--- src/rtl/inmux_sched_3_pkg.sv ---
// inmux_pkg: burst-length width, mux select codes, requester indices, scheduler state enum and index-to-code helper
package inmux_pkg;
  localparam int LEN_W = 8;
  localparam logic [3:0] SEL_IDLE = 4'd0;
  localparam logic [3:0] SEL_K1 = 4'd1;
  localparam logic [3:0] SEL_K13 = 4'd5;
  localparam logic [3:0] SEL_K15 = 4'd7;
  localparam logic [1:0] REQ_K1 = 2'd0;
  localparam logic [1:0] REQ_K13 = 2'd1;
  localparam logic [1:0] REQ_K15 = 2'd2;
  typedef enum logic {IDLE, BURST} state_t;
  function automatic logic [3:0] sel_code(input logic [1:0] idx);
    return idx == REQ_K1 ? SEL_K1 : idx == REQ_K13 ? SEL_K13 : idx == REQ_K15 ? SEL_K15 : SEL_IDLE;
  endfunction
endpackage

--- src/rtl/inmux_sched_3_if.sv ---
// inmux_sched_3_if: scheduler bus; master = scheduler (in: req, req_len0..2, mux_rdy; out: t_c_dat, mux_vld, gnt, beat_ack, burst_done, busy), slave = sources/consumer side
interface inmux_sched_3_if;
  import inmux_pkg::*;
  logic [2:0] req;
  logic [LEN_W-1:0] req_len0, req_len1, req_len2;
  logic mux_rdy;
  logic [3:0] t_c_dat;
  logic mux_vld;
  logic [2:0] gnt;
  logic [2:0] beat_ack;
  logic burst_done;
  logic busy;
  modport master (
    input req, req_len0, req_len1, req_len2, mux_rdy,
    output t_c_dat, mux_vld, gnt, beat_ack, burst_done, busy
  );
  modport slave (
    output req, req_len0, req_len1, req_len2, mux_rdy,
    input t_c_dat, mux_vld, gnt, beat_ack, burst_done, busy
  );
endinterface

--- src/rtl/inmux_sched_3_rr_pick3.sv ---
// rr_pick3: combinational 3-way round-robin picker; in req[2:0], ptr[1:0] (highest priority); out one-hot win, win index idx, any
module rr_pick3 (
  input  logic [2:0] req,
  input  logic [1:0] ptr,
  output logic [2:0] win,
  output logic [1:0] idx,
  output logic       any
);
  logic [2:0] c;
  always_comb begin
    idx = 2'd0;
    any = 1'b0;
    c = 3'd0;
    for (int i = 2; i >= 0; i--) begin
      c = {1'b0, ptr == 2'd3 ? 2'd0 : ptr} + 3'(i);
      c = c >= 3'd3 ? c - 3'd3 : c;
      if (req[c[1:0]]) begin
        idx = c[1:0];
        any = 1'b1;
      end
    end
    win = any ? 3'b001 << idx : 3'b000;
  end
endmodule

--- src/rtl/inmux_sched_3.sv ---
// inmux_sched_3: round-robin burst scheduler for the 3-source mux; ports clk, reset_n (async active-low), bus (inmux_sched_3_if.master: req/lengths/mux_rdy in, select code/valid/grant/acks out)
module inmux_sched_3
  import inmux_pkg::*;
(
  input logic clk,
  input logic reset_n,
  inmux_sched_3_if.master bus
);
  state_t state_q, state_d;
  logic [2:0] gnt_q, gnt_d, win;
  logic [3:0] sel_q, sel_d;
  logic [LEN_W-1:0] cnt_q, cnt_d, win_len;
  logic [1:0] ptr_q, ptr_d, idx;
  logic any, beat, last;
  rr_pick3 u_pick (.req(bus.req), .ptr(ptr_q), .win(win), .idx(idx), .any(any));
  always_comb begin
    beat = state_q == BURST && bus.mux_rdy;
    last = beat && cnt_q == '0;
    win_len = idx == REQ_K1 ? bus.req_len0 : idx == REQ_K13 ? bus.req_len1 : bus.req_len2;
    state_d = state_q;
    gnt_d = gnt_q;
    sel_d = sel_q;
    cnt_d = cnt_q;
    ptr_d = ptr_q;
    if (state_q == IDLE || last) begin
      state_d = any ? BURST : IDLE;
      gnt_d = win;
      sel_d = any ? sel_code(idx) : SEL_IDLE;
      cnt_d = (!any || win_len == '0) ? '0 : win_len - LEN_W'(1);
      ptr_d = any ? (idx == 2'd2 ? 2'd0 : idx + 2'd1) : ptr_q;
    end else if (beat) begin
      cnt_d = cnt_q - LEN_W'(1);
    end
  end
  always_ff @(posedge clk or negedge reset_n) begin
    if (!reset_n) begin
      state_q <= IDLE;
      gnt_q <= 3'b000;
      sel_q <= SEL_IDLE;
      cnt_q <= '0;
      ptr_q <= 2'd0;
    end else begin
      state_q <= state_d;
      gnt_q <= gnt_d;
      sel_q <= sel_d;
      cnt_q <= cnt_d;
      ptr_q <= ptr_d;
    end
  end
  assign bus.t_c_dat = sel_q;
  assign bus.mux_vld = state_q == BURST;
  assign bus.busy = state_q == BURST;
  assign bus.gnt = gnt_q;
  assign bus.beat_ack = gnt_q & {3{beat}};
  assign bus.burst_done = last;
endmodule

--- src/flat_wrapper.sv ---
// flat-port wrapper written by rule: the top's interface ports become plain ports
module inmux_sched_3_flat import inmux_pkg::*;
  (clk, reset_n, bus_req, bus_req_len0, bus_req_len1, bus_req_len2, bus_mux_rdy, bus_t_c_dat, bus_mux_vld, bus_gnt, bus_beat_ack, bus_burst_done, bus_busy);
  inmux_sched_3_if bus_i ();
  input logic clk;
  input logic reset_n;
  input wire logic [$bits(bus_i.req)-1:0] bus_req;
  input wire logic [$bits(bus_i.req_len0)-1:0] bus_req_len0;
  input wire logic [$bits(bus_i.req_len1)-1:0] bus_req_len1;
  input wire logic [$bits(bus_i.req_len2)-1:0] bus_req_len2;
  input wire logic [$bits(bus_i.mux_rdy)-1:0] bus_mux_rdy;
  output wire logic [$bits(bus_i.t_c_dat)-1:0] bus_t_c_dat;
  output wire logic [$bits(bus_i.mux_vld)-1:0] bus_mux_vld;
  output wire logic [$bits(bus_i.gnt)-1:0] bus_gnt;
  output wire logic [$bits(bus_i.beat_ack)-1:0] bus_beat_ack;
  output wire logic [$bits(bus_i.burst_done)-1:0] bus_burst_done;
  output wire logic [$bits(bus_i.busy)-1:0] bus_busy;
  assign bus_i.req = bus_req;
  assign bus_i.req_len0 = bus_req_len0;
  assign bus_i.req_len1 = bus_req_len1;
  assign bus_i.req_len2 = bus_req_len2;
  assign bus_i.mux_rdy = bus_mux_rdy;
  assign bus_t_c_dat = bus_i.t_c_dat;
  assign bus_mux_vld = bus_i.mux_vld;
  assign bus_gnt = bus_i.gnt;
  assign bus_beat_ack = bus_i.beat_ack;
  assign bus_burst_done = bus_i.burst_done;
  assign bus_busy = bus_i.busy;
  inmux_sched_3 u_core (.clk(clk), .reset_n(reset_n), .bus(bus_i));
endmodule
--- config.mk ---
export PLATFORM = sky130hd
export DESIGN_NAME = inmux_sched_3_flat
export DESIGN_NICKNAME = d
export VERILOG_FILES = /design/src/rtl/inmux_sched_3_pkg.sv /design/src/rtl/inmux_sched_3_if.sv /design/src/rtl/inmux_sched_3_rr_pick3.sv /design/src/rtl/inmux_sched_3.sv /design/src/flat_wrapper.sv
export SDC_FILE = /design/constraint.sdc
export NUM_CORES = 1
export LEC_CHECK = 0
export CAP_MARGIN = 20
export CORE_AREA = 2 2 60 62
export CTS_CLUSTER_SIZE = 20
export DETAILED_ROUTE_END_ITERATION = 10
export DIE_AREA = 0 0 62 64
export PLACE_DENSITY = 0.83
export SKIP_CTS_REPAIR_TIMING = 1
export SYNTH_ARGS = -nofsm -noshare
export SYNTH_HDL_FRONTEND = slang
export SYNTH_HIERARCHICAL = 1
export SYNTH_SLANG_ARGS = --single-unit
--- constraint.sdc ---
create_clock -name clk -period 4.13 [get_ports clk]
set_input_delay 0.826 -clock clk [delete_from_list [all_inputs] [get_ports clk]]
set_output_delay 0.826 -clock clk [all_outputs]
set_load 0.005 [all_outputs]
==> flow_summary.toml, run 1 <==
[outcome]
status = "finished clean"

[critical_path]
crit_fanout = 3
worstPathCellList = "clkdlybuf4s50_1, inv_1, a21oi_1, o32ai_1, inv_1, ha_1, mux2_4, mux2i_2, ha_1, o211ai_1, nor4_1, xnor2_1, a21oi_1, o221a_2"
reg2regPathDepth = 14
crit_end = "u_core/cnt_q[6]$_DFFE_PN0P_"
worst-path-buf-inv = 3
slowest_delay_ns = 0.43
worstSetupPathType = "input pin to flop"
slowest_stage = "clkdlybuf4s50_1"
path_depth = 14
timing.rr.end = "u_core/cnt_q[6]$_DFFE_PN0P_"
r2r_start = "u_core/ptr_q[0]$_DFFE_PN0P_"
crit_start = "bus_req[0]"
critPathTopFamily = "compound AO/OA/AOI/OAI gates"
regToRegSetupSlack_ns = 0.67
endpoint_kind = "flop"
critPathRequiredTime_ns = 4.32
start_kind = "input pin"
crit_arrival_ns = 3.90

[power_and_ir_drop]
cellPowerDensity_mw_per_mm2 = 551.3
vdd_drop_max_uv = 234.9
p_leak_nw = 0.8965

[sta]
finalCriticalPeriod_ns = 3.710
final.setup.worst_slack_ns = 0.4197
fmax_ghz = 0.2695
rsz0062_at_grt = "no"
slew_headroom_pct = 48.04
slew_violations = 0
timing.final.crit_share_pct = 89.84
fin_skew_ns = 0.003459
hold_violations = 0
tns_ns = 0
tightestPinTransition_ns = 0.7770
setup_violations = 0

[route]
firstDrtPassIters = 5
drtIter0Drc = 45
avgRoutedWirePerCell_um = 12.11
ant_nets = 0
avgViaCountPerCell = 5.238
drt_wl_total_um = 3209
vias = 1388
drc = 0

[floorplan]
num_rows = 21
die_area_sq_mm = 0.003968
die_w_um = 62
fp.coreArea_sq_mm = 0.003284
initial_core_util_pct = 46.70
die_h_um = 64
pin_count = 43

[layout]
final_core_util_pct = 61.52
final_area_sq_mm = 0.002021
instances_no_fill = 265
syn2layout_area_growth_pct = 31.73
drive_gt1_share_pct = 14.61
n_antenna_cell = 0
layout_commonest_cell = "clkdlybuf4s50_1"
final_cell_mix = "41 x clkdlybuf4s50_1, 18 x nand2_1, 17 x dfrtp_1"
nets = 259

[logic_synthesis]
syn-cell-area_sq_mm = 0.001534
yosysWarnings = 6
synth_seq_area_share_pct = 27.73
syn_area_per_cell_sq_um = 8.667
ys_seq_elements = 17
syn_inst = 177
yosysUniqueCellTypes = 51
synthesis.nets = 216
ys.flop_type = "dfrtp_1"
synth_enable_flop_cells = 0
synth_async_sr_flop_share_pct = 100.0

[global_route]
grt_pass1_vias = 1306
antenna_found_initial = 0
grtUsageTotal_pct = 18.28
grt_start_max_net_pins = 18
grt_first_pass_wirelength_um = 5602
grt_overflow_total = 0

[clock_network]
clk_pin_slew_ns = 0.10
htreeDepth = 1
cts_tree = "done"
numClockSinks = 17
clock_tree.root_cell = "clkbuf_4"
cts_made_buffers = 3
ctsLongestPathBuffers = 2
insertion_delay_ns = 0.29

[placement]
dpl_cell_area_sq_mm = 0.001993
post-place-ws_ns = 0.1076
place.gp.congestion = 0.8356
dpl.hpwl_um = 2595
place_inst = 261
numPortBuffers = 41

[worst_hold_path]
hold_class = "flop to flop"
min_from = "u_core/bus.t_c_dat[0]$_DFFE_PN0N_"

[flow_run]
cap_viol_max_count = 0
-- final cells by class --
cell class | instances | area (sq um)
Inverter | 11 | 41.29
Clock buffer | 3 | 22.52
Fill cell | 289 | 1264
Clock inverter | 1 | 5.005
Timing Repair Buffer | 47 | 455.4
Tap cell | 46 | 57.56
Sequential cell | 17 | 425.4
Multi-Input combinational cell | 140 | 1013
-- report_power, final --
part	leakage, nW	internal [mW]	switching, mW	total, mW
Clock	0.0177	0.0361	0.0553	0.0913
Combinational	0.668	0.374	0.367	0.741
Sequential	0.210	0.227	0.0548	0.282
Total	0.897	0.637	0.477	1.11
-- cell usage after synthesis (all sizes together) (2+ instances only) --
cell,instances,share of area (%)
nand2b,5,2.0
clkbuf,5,1.3
inv,11,2.7
mux2i,10,6.8
nand2,18,4.4
or2,3,1.2
o211ai,2,0.98
nand3,5,2.0
buf,4,2.2
o22a,2,1.1
mux2,8,6.1
and3,5,2.0
nor3,6,2.3
a21oi,5,1.9
o211a,3,2.0
ha,9,7.3
o21a,4,2.0
o32ai,2,1.1
nor2,12,3.1
dfrtp,17,28
nor4,3,2.0
xnor2,7,4.0
o21ai,15,5.4
-- registers in the layout, summed over array words and instances, names as in the netlist --
| name | flops |
|---|---|
| u_core/ptr_q | 2 |
| u_core/bus.busy | 1 |
| u_core/bus.t_c_dat | 3 |
| u_core/bus.gnt | 3 |
| u_core/cnt_q | 8 |
-- per-stage QoR --
step,power (mW),hold slack [ns]
2_1_floorplan,0.8191,0.4733
3_3_place_gp,1.008,0.4639
3_5_place_dp,1.024,0.4721
4_1_cts,1.121,0.4977
5_1_grt,1.226,0.5546
6_report,1.114,0.4905
-- per-layer routing --
| layer | vias to the layer above | GRT usage [%] | part of all wire, % |
|---|---|---|---|
| met4 | 0 | 7.447 | 0.87 |
| met5 | - | 0 | 0 |
| met1 | 627 | 24.97 | 46 |
| met2 | 42 | 28.78 | 49 |
| met3 | 2 | 1.822 | 3.8 |
| li1 | 717 | - | - |
-- worst reg2reg max path: stages (launching register included) --
cell and delay, ns:
dfrtp_1 0.38, inv_1 0.05, ha_1 0.39, a21oi_1 0.12
o32ai_1 0.42, inv_1 0.12, ha_1 0.27, mux2_4 0.32
mux2i_2 0.18, ha_1 0.21, o211ai_1 0.11, nor4_1 0.30
xnor2_1 0.17, a21oi_1 0.06, o221a_2 0.27
-- how the worst min path moves through the flow --
stage	end	slack (ns)	cells past startpoint
4_1_cts	u_core/bus.t_c_dat[0]$_DFFE_PN0N_	0.50	2
3_5_place_dp	u_core/bus.t_c_dat[0]$_DFFE_PN0N_	0.47	2
3_3_place_gp	u_core/bus.t_c_dat[0]$_DFFE_PN0N_	0.46	2
5_1_grt	u_core/bus.t_c_dat[2]$_DFFE_PN0N_	0.55	2
6_report	u_core/bus.t_c_dat[0]$_DFFE_PN0N_	0.49	2
2_1_floorplan	u_core/bus.t_c_dat[0]$_DFFE_PN0N_	0.47	2
-- cell families (layout without fill, tap and decap cells) --
logic type	count (synthesis)	count (layout)	synth area share, %
muxes	18	18	12.89
other	1	1	0.2445
buffers and inverters	20	62	6.198
AOI/OAI and AO/OA	42	42	19.33
xor gates and xnor gates	8	8	4.568
and+or+nand+nor	61	61	20.96
adders and majority gates	10	10	8.075
DFF	17	17	27.73
(Power assumes the default switching activity.)
==> run 2: changes to the inputs <==
Settings changed: CORE_AREA 2 2 60 62 to 4 4 60 62, DIE_AREA 0 0 62 64 to 0 0 64 66, PLACE_DENSITY 0.83 to 0.88.
Clock period 4.13 ns to 4.5 ns, I/O delays scaled along.
==> run 2 against run 1 <==
Effect of this change:
- power decreased by 9.0%
- worst setup slack improved by 0.17 ns
- largest power group unchanged
- largest cell class unchanged
- routed wire length grew 8.0%
- highest routed layer unchanged
==> flow_summary.toml, run 2 (synthesis results as in run 1) <==
[sta]
setup_violations = 0
finalCriticalPeriod_ns = 3.914
tightestPinTransition_ns = 0.7612
fmax_ghz = 0.2555
timing.final.crit_share_pct = 86.97
slew_violations = 0
whs_ns = 0.4864
tns_ns = 0
hold_violations = 0
fin_skew_ns = 0.001083
slew_headroom_pct = 49.09
rsz0062_at_grt = "no"

[route]
drc = 0
avgViaCountPerCell = 5.448
firstDrtPassIters = 4
drt_wl_total_um = 3465
met3_length_um = 220
highest_layer = "met4"
drtIter0Drc = 48
ant_nets = 0
wl_met2_um = 1703
vias = 1422
wl_met1_um = 1482
avgRoutedWirePerCell_um = 13.28

[layout]
final_cell_mix = "41 x clkdlybuf4s50_1, 18 x nand2_1, 17 x dfrtp_1"
n_antenna_cell = 0
largest_register_ffs = 8
drive_gt1_share_pct = 13.82
regMostFlops = "u_core/cnt_q"
ff_latch_area_sq_um = 425.4
syn2layout_area_growth_pct = 30.59
layout_commonest_cell = "clkdlybuf4s50_1"
multi_input_comb_area_sq_mm = 0.001013
final_area_sq_mm = 0.002003
fill_cells = 248
nets = 257
instances_no_fill = 261

[clock_network]
clock_tree.root_cell = "clkbuf_4"
clk_pin_slew_ns = 0.10
numClockSinks = 17
cts_tree = "done"
cts_made_buffers = 3
ctsLongestPathBuffers = 2
insertion_delay_ns = 0.29
htreeDepth = 1

[power_and_ir_drop]
cellPowerDensity_mw_per_mm2 = 506.2
vdd_drop_max_uv = 215.2
p_leak_nw = 0.8869
power.total_mw = 1.014

[global_route]
grtUsageTotal_pct = 17.36
grt_pass1_vias = 1388
grt_first_pass_wirelength_um = 5830
antenna_found_initial = 0
grt_start_max_net_pins = 18
grt_overflow_total = 0

[critical_path]
endpoint_kind = "flop"
regToRegSetupSlack_ns = 0.89
crit_fanout = 4
crit_arrival_ns = 4.10
worstPathCellList = "clkdlybuf4s50_1, inv_1, a21oi_1, o32ai_1, inv_1, ha_1, mux2_4, mux2i_2, ha_1, o211ai_1, nor4_1, xnor2_1, a21oi_1, o221a_2"
critPathRequiredTime_ns = 4.69
slowest_delay_ns = 0.45
slowest_stage = "o32ai_1"
worstSetupPathType = "input pin to flop"
start_kind = "input pin"

[floorplan]
fp.coreArea_sq_mm = 0.003028
num_rows = 20
die_area_sq_mm = 0.004224
pin_count = 43
die_w_um = 64
die_h_um = 66
initial_core_util_pct = 50.66

[placement]
dpl.hpwl_um = 2823
place.gp.congestion = 0.7896
dpl_cell_area_sq_mm = 0.001976
place_inst = 257
numPortBuffers = 41

[worst_hold_path]
hold_class = "flop to flop"

[outcome]
status = "finished clean"

[flow_run]
cap_viol_max_count = 0
[run 2: changes by cell type in the layout (fill, tap and decap cells not counted)]
| cell | change |
|---|---|
| buf_4 | -2 |
[run 2: area by class of cell]
| cell class | count | share of cell area (%) |
|---|---|---|
| multi-input combinational | 140 | 50.59 |
| timing repair buffer | 45 | 21.99 |
| sequential | 17 | 21.24 |
| tap | 44 | 2.748 |
| inverter | 11 | 2.061 |
| clock buffer | 3 | 1.124 |
| clock inverter | 1 | 0.2498 |
[run 2: layer usage]
metal,track usage [%],vias to the layer above
met5,0,-
met4,8.625,0
met3,1.190,6
met2,31.48,62
met1,20.55,642
li1,-,712
[run 2: path summary, 6_finish.rpt]
kind,startpoint,to,cells after the start
setup / recovery,bus_req[0],u_core/cnt_q[6]$_DFFE_PN0P_,14
hold / removal,u_core/bus.t_c_dat[1]$_DFFE_PN0N_,u_core/bus.t_c_dat[1]$_DFFE_PN0N_,2
min in group asynchronous,reset_n,u_core/cnt_q[4]$_DFFE_PN0P_,1
hold reg to reg,u_core/bus.t_c_dat[1]$_DFFE_PN0N_,u_core/bus.t_c_dat[1]$_DFFE_PN0N_,2
setup reg to reg,u_core/ptr_q[0]$_DFFE_PN0P_,u_core/cnt_q[6]$_DFFE_PN0P_,14
max in group asynchronous,reset_n,u_core/ptr_q[0]$_DFFE_PN0P_,1
[run 2: critical path, delay by kind of cell]
family          cells  cell delay (ns)
mux                 2             0.58
xor+xnor            1             0.16
compound gates      5             0.99
buf+inv             3             0.70
fa+ha+maj           2             0.52
simple gates        1             0.26
[run 2: through the flow]
stage	setup slack, ns	util (%)
3_5_place_dp	0.3245	65.25
4_1_cts	0.6312	66.16
6_report	0.5865	66.16
3_3_place_gp	0.4467	65.25
5_1_grt	0.3579	66.16
2_1_floorplan	0.9758	-
[run 2: report_power, final]
group | switching, mW | internal (mW) | total (mW)
Clock | 0.0502 | 0.0331 | 0.0832
Sequential | 0.0497 | 0.208 | 0.258
Combinational | 0.339 | 0.334 | 0.673
